$ cat src/rtl/uart_receiver_pkg.sv
// ---------------------------------------------------------------------------
// uart_pkg
// Shared definitions for the UART receiver slice: the receive FSM state
// encoding, the frame data width and a byte type used by the output
// interface.
// ---------------------------------------------------------------------------
package uart_pkg;

    // Number of data bits carried in one frame (LSB transmitted first).
    localparam int DATA_BITS = 8;

    typedef logic [DATA_BITS-1:0] rx_byte_t;

    // Receive FSM states, in the order a frame is walked through.
    typedef enum logic [2:0] {
        IDLE      = 3'd0,
        START     = 3'd1,
        DATA      = 3'd2,
        STOP      = 3'd3,
        WAIT_IDLE = 3'd4
    } rx_state_t;

endpackage

$ cat src/rtl/uart_receiver_if.sv
// ---------------------------------------------------------------------------
// uart_receiver_if
// Valid/ready byte stream leaving the UART receiver.
//   data_out       : received byte, meaningful only while data_out_valid=1
//   data_out_valid : a byte is waiting for the consumer
//   data_out_ready : consumer takes the byte on a clock edge where both are 1
// Modports:
//   master : the receiver side (drives data and valid)
//   slave  : the consumer side (drives ready)
// ---------------------------------------------------------------------------
interface uart_receiver_if;
    import uart_pkg::*;

    rx_byte_t data_out;
    logic     data_out_valid;
    logic     data_out_ready;

    modport master (
        output data_out,
        output data_out_valid,
        input  data_out_ready
    );

    modport slave (
        input  data_out,
        input  data_out_valid,
        output data_out_ready
    );

endinterface

$ cat src/rtl/uart_receiver_sync2.sv
// ---------------------------------------------------------------------------
// sync2
// Two-flop synchronizer for a single asynchronous bit.
// Ports:
//   clk : destination clock
//   rst : asynchronous active-low reset, loads RESET_VALUE into both flops
//   d   : asynchronous input
//   q   : synchronized output
// ---------------------------------------------------------------------------
module sync2 #(
    parameter logic RESET_VALUE = 1'b1
) (
    input  logic clk,
    input  logic rst,
    input  logic d,
    output logic q
);

    logic meta;

    // Both stages share the reset value so an idle-high line does not look
    // like a falling edge when reset is released.
    always_ff @(posedge clk or negedge rst) begin
        if (!rst) begin
            meta <= RESET_VALUE;
            q    <= RESET_VALUE;
        end else begin
            meta <= d;
            q    <= meta;
        end
    end

endmodule

$ cat src/rtl/uart_receiver.sv
// ---------------------------------------------------------------------------
// uart_receiver
// 8N1 UART receiver with a single-entry valid/ready output register.
// Parameters:
//   CLOCK_FREQ : clk frequency in Hz
//   BAUD_RATE  : line bit rate in bits/s
// Ports:
//   clk       : single clock, rising edge
//   rst       : asynchronous active-low reset
//   serial_in : asynchronous UART line, idle high
//   rx_if     : byte output stream (data_out / data_out_valid / data_out_ready)
//   frame_err : one-cycle pulse when a stop bit is sampled low
//   overrun   : one-cycle pulse when a finished byte is dropped because the
//               output register still holds an unaccepted byte
// ---------------------------------------------------------------------------
module uart_receiver
    import uart_pkg::*;
#(
    parameter int CLOCK_FREQ = 50_000_000,
    parameter int BAUD_RATE  = 115200
) (
    input  logic                   clk,
    input  logic                   rst,
    input  logic                   serial_in,
    uart_receiver_if.master        rx_if,
    output logic                   frame_err,
    output logic                   overrun
);

    localparam int SYMBOL_EDGE_TIME = CLOCK_FREQ / BAUD_RATE;
    localparam int SAMPLE_TIME      = SYMBOL_EDGE_TIME / 2;
    localparam int CNT_W = (SYMBOL_EDGE_TIME > 1) ? $clog2(SYMBOL_EDGE_TIME) : 1;

    localparam logic [CNT_W-1:0] SYMBOL_LAST = CNT_W'(SYMBOL_EDGE_TIME - 1);
    localparam logic [CNT_W-1:0] SAMPLE_LAST = CNT_W'(SAMPLE_TIME - 1);
    localparam logic [2:0]       LAST_BIT    = 3'(DATA_BITS - 1);

    logic       line;
    rx_state_t  state, state_next;
    logic [CNT_W-1:0] cnt, cnt_next;
    logic [2:0] bit_idx, bit_idx_next;
    rx_byte_t   shift_reg, shift_next;
    logic       byte_done, done_next;
    logic       ferr_next;

    sync2 #(.RESET_VALUE(1'b1)) u_sync (
        .clk (clk),
        .rst (rst),
        .d   (serial_in),
        .q   (line)
    );

    // Frame-tracking registers. byte_done is a registered strobe so the
    // output stage sees a finished byte one cycle after the stop sample.
    always_ff @(posedge clk or negedge rst) begin
        if (!rst) begin
            state     <= IDLE;
            cnt       <= '0;
            bit_idx   <= '0;
            shift_reg <= '0;
            byte_done <= 1'b0;
            frame_err <= 1'b0;
        end else begin
            state     <= state_next;
            cnt       <= cnt_next;
            bit_idx   <= bit_idx_next;
            shift_reg <= shift_next;
            byte_done <= done_next;
            frame_err <= ferr_next;
        end
    end

    // Next-state logic. The start bit is re-checked half a symbol after the
    // falling edge; from then on every sample lands one full symbol later,
    // i.e. in the middle of each data bit and of the stop bit.
    always_comb begin
        state_next   = state;
        cnt_next     = cnt;
        bit_idx_next = bit_idx;
        shift_next   = shift_reg;
        done_next    = 1'b0;
        ferr_next    = 1'b0;
        case (state)
            IDLE: begin
                if (!line) begin
                    state_next = START;
                    cnt_next   = '0;
                end
            end
            START: begin
                if (cnt == SAMPLE_LAST) begin
                    if (!line) begin
                        state_next   = DATA;
                        cnt_next     = '0;
                        bit_idx_next = '0;
                    end else begin
                        state_next = IDLE;
                    end
                end else begin
                    cnt_next = cnt + 1'b1;
                end
            end
            DATA: begin
                if (cnt == SYMBOL_LAST) begin
                    shift_next = {line, shift_reg[DATA_BITS-1:1]};
                    cnt_next   = '0;
                    if (bit_idx == LAST_BIT) begin
                        state_next = STOP;
                    end else begin
                        bit_idx_next = bit_idx + 3'd1;
                    end
                end else begin
                    cnt_next = cnt + 1'b1;
                end
            end
            STOP: begin
                if (cnt == SYMBOL_LAST) begin
                    cnt_next = '0;
                    if (line) begin
                        done_next  = 1'b1;
                        state_next = IDLE;
                    end else begin
                        ferr_next  = 1'b1;
                        state_next = WAIT_IDLE;
                    end
                end else begin
                    cnt_next = cnt + 1'b1;
                end
            end
            WAIT_IDLE: begin
                if (line) begin
                    state_next = IDLE;
                end
            end
            default: state_next = IDLE;
        endcase
    end

    // Output register. A finished byte is accepted only if the register is
    // empty or being emptied on this same edge; otherwise the new byte is
    // dropped and the held one is kept intact.
    always_ff @(posedge clk or negedge rst) begin
        if (!rst) begin
            rx_if.data_out       <= '0;
            rx_if.data_out_valid <= 1'b0;
            overrun              <= 1'b0;
        end else begin
            overrun <= 1'b0;
            if (byte_done) begin
                if (!rx_if.data_out_valid || rx_if.data_out_ready) begin
                    rx_if.data_out       <= shift_reg;
                    rx_if.data_out_valid <= 1'b1;
                end else begin
                    overrun <= 1'b1;
                end
            end else if (rx_if.data_out_valid && rx_if.data_out_ready) begin
                rx_if.data_out_valid <= 1'b0;
            end
        end
    end

endmodule

$ cat src/flat_wrapper.sv
// flat-port wrapper written by rule: the top's interface ports become plain ports
module uart_receiver_flat import uart_pkg::*;
#(
    parameter int CLOCK_FREQ = 50_000_000,
    parameter int BAUD_RATE  = 115200
)
  (clk, rst, serial_in, frame_err, overrun, rx_if_data_out, rx_if_data_out_valid, rx_if_data_out_ready);
  uart_receiver_if rx_if_i ();
  input  logic clk;
  input  logic rst;
  input  logic serial_in;
  output logic frame_err;
  output logic overrun;
  output wire logic [$bits(rx_if_i.data_out)-1:0] rx_if_data_out;
  output wire logic [$bits(rx_if_i.data_out_valid)-1:0] rx_if_data_out_valid;
  input wire logic [$bits(rx_if_i.data_out_ready)-1:0] rx_if_data_out_ready;
  assign rx_if_data_out = rx_if_i.data_out;
  assign rx_if_data_out_valid = rx_if_i.data_out_valid;
  assign rx_if_i.data_out_ready = rx_if_data_out_ready;
  uart_receiver #(.CLOCK_FREQ(CLOCK_FREQ), .BAUD_RATE(BAUD_RATE)) u_core (.clk(clk), .rst(rst), .serial_in(serial_in), .rx_if(rx_if_i), .frame_err(frame_err), .overrun(overrun));
endmodule
$ cat config.mk
export PLATFORM = sky130hd
export DESIGN_NAME = uart_receiver_flat
export DESIGN_NICKNAME = d
export VERILOG_FILES = /design/src/rtl/uart_receiver_pkg.sv /design/src/rtl/uart_receiver_if.sv /design/src/rtl/uart_receiver_sync2.sv /design/src/rtl/uart_receiver.sv /design/src/flat_wrapper.sv
export SDC_FILE = /design/constraint.sdc
export NUM_CORES = 1
export LEC_CHECK = 0
export ABC_AREA = 1
export BUFFER_PORTS_ARGS = -buffer_cell sky130_fd_sc_hd__buf_4
export CAP_MARGIN = 20
export CORE_MARGIN = 2
export CORE_UTILIZATION = 50
export CTS_BUF_LIST = sky130_fd_sc_hd__clkbuf_8
export DETAILED_ROUTE_END_ITERATION = 6
export GPL_ROUTABILITY_DRIVEN = 0
export GPL_TIMING_DRIVEN = 0
export PLACE_DENSITY_LB_ADDON = 0.2
export SLEW_MARGIN = 20
export SYNTH_ARGS = -nofsm -noshare
export SYNTH_HDL_FRONTEND = slang
export SYNTH_HIERARCHICAL = 1
export SYNTH_SLANG_ARGS = --single-unit
$ cat constraint.sdc
create_clock -name clk -period 2.14 [get_ports clk]
set_clock_uncertainty 0.2 [all_clocks]
set_input_delay 0.214 -clock clk [delete_from_list [all_inputs] [get_ports clk]]
set_output_delay 0.214 -clock clk [all_outputs]
set_load 0.01 [all_outputs]
Word-level counts from Yosys, hierarchy flattened

Cells that the tools add are included.

Logic and storage cells: 71
Flip-flop bits (word level): 37
Output and inout bits: 11
Input bits: 4

Muxes and demuxes: 29
Reductions and logical operators: 13
Add/subtract/negate cells: 2
Equal/unequal tests: 16

Operators with widths:

| operator              | count |
|---|---|
| $mux W3               | 11 |
| $mux W9               | 3 |
| $pmux W9 S3           | 1 |
| $pmux W3 S5           | 1 |
| $mux W1               | 11 |
| $ne A2 B2 Y1 const B  | 5 |
| $add A9 B1 Y9 const B | 1 |
| $eq A9 B8 Y1 const B  | 1 |
| $eq A9 B9 Y1 const B  | 1 |
| $ne A2 B1 Y1 const B  | 4 |
| $eq A3 B2 Y1 const B  | 2 |
| $eq A3 B3 Y1 const B  | 2 |
| $pmux W3 S2           | 1 |
| $reduce_and A2 Y1     | 3 |
| $reduce_and A6 Y1     | 1 |
| $reduce_and A5 Y1     | 1 |
| $reduce_bool A2 Y1    | 2 |
| $add A3 B1 Y3 const B | 1 |
| $eq A3 B1 Y1 const B  | 1 |
| $logic_not A3 Y1      | 1 |
| $reduce_bool A3 Y1    | 1 |
| $mux W2               | 1 |
| $reduce_or A2 Y1      | 1 |
| $logic_and A1 B1 Y1   | 1 |
| other kinds (2)       | 2 |

Longest topological paths before layout

Depth in word-level cells: 4
Mapped depth: 12
Gate-level depth less buffers: 11

Hierarchy

The synthesis kept the hierarchy.

Modules (own cells, without submodules):

| module        | times used | cells each | area each (um^2) | sequential area each (um^2) |
|---|---|---|---|---|
| uart_receiver | 1          | 233        | 1834.3           | 875.8 |
| sync2         | 1          | 2          | 52.6             | 52.6 |

Worst setup path after synthesis

Ideal clock, no wire load.

Path type: register to register
From: register u_core.cnt[0]
To: register u_core.bit_idx[0]
Data arrival time: 1.383 ns
Data required time: 1.823 ns
Setup slack: 0.440 ns
Setup time: 0.117 ns
Period minus slack after synthesis: 1.700 ns
Stages on the path, launching flop included: 10
Buffers on the path: 0
Path through: dfrtp_1 > inv_1 > ha_1 > nand2_1 > nor2_2 > nand2_2 > o21ai_1 > nand3_1 > nand2_1 > nand2_1

Word-level cells in the longest chain between the ends: 3
Elaborated cells between the ends (all ways): 5
Those cells by class: 4 x eq/ne; 1 x reduce/logical

Ends and longest elaborated chain:

| element                                             | RTL line                                  | RTL |
|---|---|---|
| from (decl)                                         | uart_receiver.sv:40                       | `logic [CNT_W-1:0] cnt, cnt_next;` |
| from (signal assigned)                              | uart_receiver.sv:65                       | `cnt <= cnt_next;` |
| $eq A9 B9 Y1 / $eq A9 B8 Y1 (equally long branches) | uart_receiver.sv:104, uart_receiver.sv:91 |  |
| $ne A2 B1 Y1 (no source line)                       | --                                        |  |
| $reduce_and A5 Y1 (no source line) *                | --                                        |  |
| to (signal assigned)                                | uart_receiver.sv:66                       | `bit_idx <= bit_idx_next;` |
| to (decl)                                           | uart_receiver.sv:41                       | `logic [2:0] bit_idx, bit_idx_next;` |

Every way passes the cells marked *; elsewhere a longest branch is shown, timed or not.
A chain may end at the register's enable or synchronous reset.

Final worst setup path

From: register u_core.cnt[0]
To: register u_core.bit_idx[2]

Same word-level chain as after synthesis.

==> flow_metrics.tcl <==
set metrics [dict create \
    status "finished clean" \
    startpoint "u_core/cnt[0]$_DFFE_PN0P_" \
    fin_area_sq_um 2160 \
    tightest_slew_ns 0.459 \
    max_stage_delay_ns 0.48 \
    insertion_delay_ns 0.28 \
    power_mw 1.17 \
    largest_reg_flops 9 \
    cp_slowest_cell "dfrtp_1" \
    p_per_area_nw_per_um2 542 \
    dpl.hpwl_um 2380 \
    r2r-start "u_core/cnt[0]$_DFFE_PN0P_" \
    wl_met2_um 1460 \
    cts.clk_slew.worst_paths_ns 0.07 \
    synthArstFlopShare 1.00 \
    clock_path_buffers 2 \
    ys.flop_type "dfrtp_1" \
    hold_class "register to register" \
    grt_setup_unrepaired "false" \
    grt_use_total 0.177 \
    path_delay_family "simple AND/OR/NAND/NOR gates" \
    rr_worst_depth 9 \
    tns_ns 0 \
    antenna_found_initial 0 \
    clockPowerShare 0.377 \
    ys_seq_elements 37 \
    path_cells "inv_1, ha_1, nand2_1, nor2_2, nand2_2, o21ai_1, nand3_1, nand2_1, nand2_1" \
    cts_resized 0 \
    rows 22 \
    numPortBuffers 14 \
    antenna_cells 0 \
    hold_viol_final 0 \
    vias 1492 \
    grt_pass1_vias 1365 \
    cp-endpoint "u_core/bit_idx[2]$_DFFE_PN0P_" \
    routed.top_layer "met4" \
    finalSetupViolCount 0 \
    cpMostUsedCell "nand2_1" \
    wl_met3_um 124 \
    p_switching_mw 0.243 \
    cts_tree "built" \
    area_delta_synth_final_pct 14.7 \
    postLayoutCoreUtil 0.595 \
    core_area_sq_um 3630 \
    ios 15 \
    yosysWarnings 6 \
    drc 0 \
    final_common_cell "nand2_1" \
    max_freq_mhz 504 \
    drtIter0Drc 83 \
    switching_share 0.207 \
    postSynthCellCount 235 \
    drv_cap 0 \
    post_cts_buffers 0 \
    dieWidth_um 65.4 \
    cts_root_buf "clkbuf_8" \
    m1WireLength_um 1690 \
    synth_cell_types 23 \
    synth.yosys.seq_area_share 0.492 \
    fp.dieArea_sq_um 4280 \
    slew_headroom 0.694 \
    rrSetupSlack_ns 0.15 \
    end_kind "register" \
    initial_utilization 0.519 \
    dr.pass1.iters 4 \
    r2r-end "u_core/bit_idx[2]$_DFFE_PN0P_" \
    p_comb_frac 0.023 \
    cp.depth 9 \
    drive_gt1_frac 0.181 \
    cts_max_level 2 \
    critPathRequiredTime_ns 2.11 \
    min_period_ns 1.99 \
    grt-ovfl-total 0 \
    grt_first_pass_wirelength_um 5800 \
    final_nets 268 \
    final.period_utilization 0.928 \
    placed_cell_area_sq_um 2050 \
    synth_edf_count 0 \
    layout_common_cells "nand2_1 (69), dfrtp_1 (35), inv_1 (31), nand3_1 (21), o21ai_1 (15)" \
    wire_per_inst_um 10.7 \
    cts_made_buffers 5 \
    viasPerCell 4.84 \
    die-height_um 65.4 \
    critPathLaunchType "register" \
    seq_power_share 0.600 \
    path_max_fanout 8 \
    syn_area_sq_um 1890 \
    ant_nets 0 \
    path_class "register to register" \
    crit_arrival_ns 1.95 \
    cts_sinks 37 \
    drv_slew 0 \
    routed_wl_um 3300 \
    syn-num-nets 244 \
    cp_num_buf_inv 1 \
    vdd_drop_max_mv 0.382 \
    internal-power_mw 0.930 \
    grt_max_degree 38 \
    leakage_nw 1.14 \
    avgSynthCellArea_sq_um 8.03 \
]
==> Yosys cell counts (2+ instances only) <==
cell / count / share of area
nor2_1: 10 / 0.020
inv_2: 7 / 0.014
buf_6: 3 / 0.018
dfrtp_1: 35 / 0.46
nor2_2: 6 / 0.020
dfstp_2: 2 / 0.028
a21oi_1: 3 / 0.0080
clkbuf_1: 2 / 0.0040
nand2_1: 69 / 0.14
xor2_1: 3 / 0.014
nand4_1: 4 / 0.013
nor3_1: 2 / 0.0053
ha_1: 5 / 0.033
nand2_2: 6 / 0.020
inv_1: 29 / 0.058
o21ai_0: 8 / 0.021
o21ai_1: 15 / 0.040
nand3_1: 21 / 0.056
==> cell families after synthesis <==
| group | Yosys count | synth area share |
|---|---|---|
| buffers and inverters | 41 | 0.0935 |
| and+or+nand+nor | 121 | 0.289 |
| DFF | 37 | 0.492 |
| AOI/OAI and AO/OA | 28 | 0.0782 |
| adders and majority gates | 5 | 0.0332 |
| xor gates and xnor gates | 3 | 0.0139 |
==> worst min-delay path by stage <==
stage	from	endpoint	slack [ns]	cells past startpoint
5_1_grt	u_core/u_sync/meta$_DFF_PN1_	u_core/u_sync/q$_DFF_PN1_	0.16	0
6_report	u_core/u_sync/meta$_DFF_PN1_	u_core/u_sync/q$_DFF_PN1_	0.16	0
3_5_place_dp	rst	u_core/rx_if.data_out[3]$_DFFE_PN0P_	0.003	1
2_1_floorplan	rst	u_core/bit_idx[0]$_DFFE_PN0P_	-0.28	0
4_1_cts	u_core/u_sync/meta$_DFF_PN1_	u_core/u_sync/q$_DFF_PN1_	0.16	0
3_3_place_gp	rst	u_core/rx_if.data_out[3]$_DFFE_PN0P_	0.0003	1
==> power groups by stage <==
stage | sequential, mW | clock, mW | combinational (mW)
after CTS | 0.703 | 0.471 | 0.0288
after global routing | 0.703 | 0.498 | 0.0320
after detailed placement | 0.717 | 0 | 0.0243
after floorplan | 0.717 | 0 | 0.00507
after global placement | 0.717 | 0 | 0.0242
final | 0.704 | 0.442 | 0.0274
==> routing by layer <==
metal / GRT usage / up-vias
li1: - / 790
met1: 0.239 / 678
met2: 0.273 / 22
met3: 0.0514 / 2
met4: 0.0625 / 0
met5: 0 / -
==> repair_timing <==
action                     4_1_cts  5_1_grt
setup endpoints to repair        0        0
hold endpoints to repair        37        0
hold buffers                     3        0
==> worst reg2reg max path: stages (launching register included) <==
cell	delay [ns]
dfrtp_1	0.48
inv_1	0.13
ha_1	0.15
nand2_1	0.06
nor2_2	0.15
nand2_2	0.13
o21ai_1	0.27
nand3_1	0.18
nand2_1	0.10
nand2_1	0.05
==> through the flow <==
step | instances | hold WS (ns) | worst slack, ns
after floorplan | 235 | -0.282 | 0.440
after global placement | 297 | 0.000340 | 0.190
after detailed placement | 297 | 0.00324 | 0.184
after CTS | 308 | 0.158 | 0.156
after global routing | 308 | 0.160 | 0.0505
final | 308 | 0.157 | 0.155
==> cell type report <==
cell class	instances	area, sq um
inverter	36	135
clock inverter	3	12.5
multi-input combinational	157	782
fill	349	1470
clock buffer	5	68.8
sequential	37	928
timing repair buffer	17	135
tap	48	60.1
buffer	5	41.3
(Power assumes the default switching activity.)
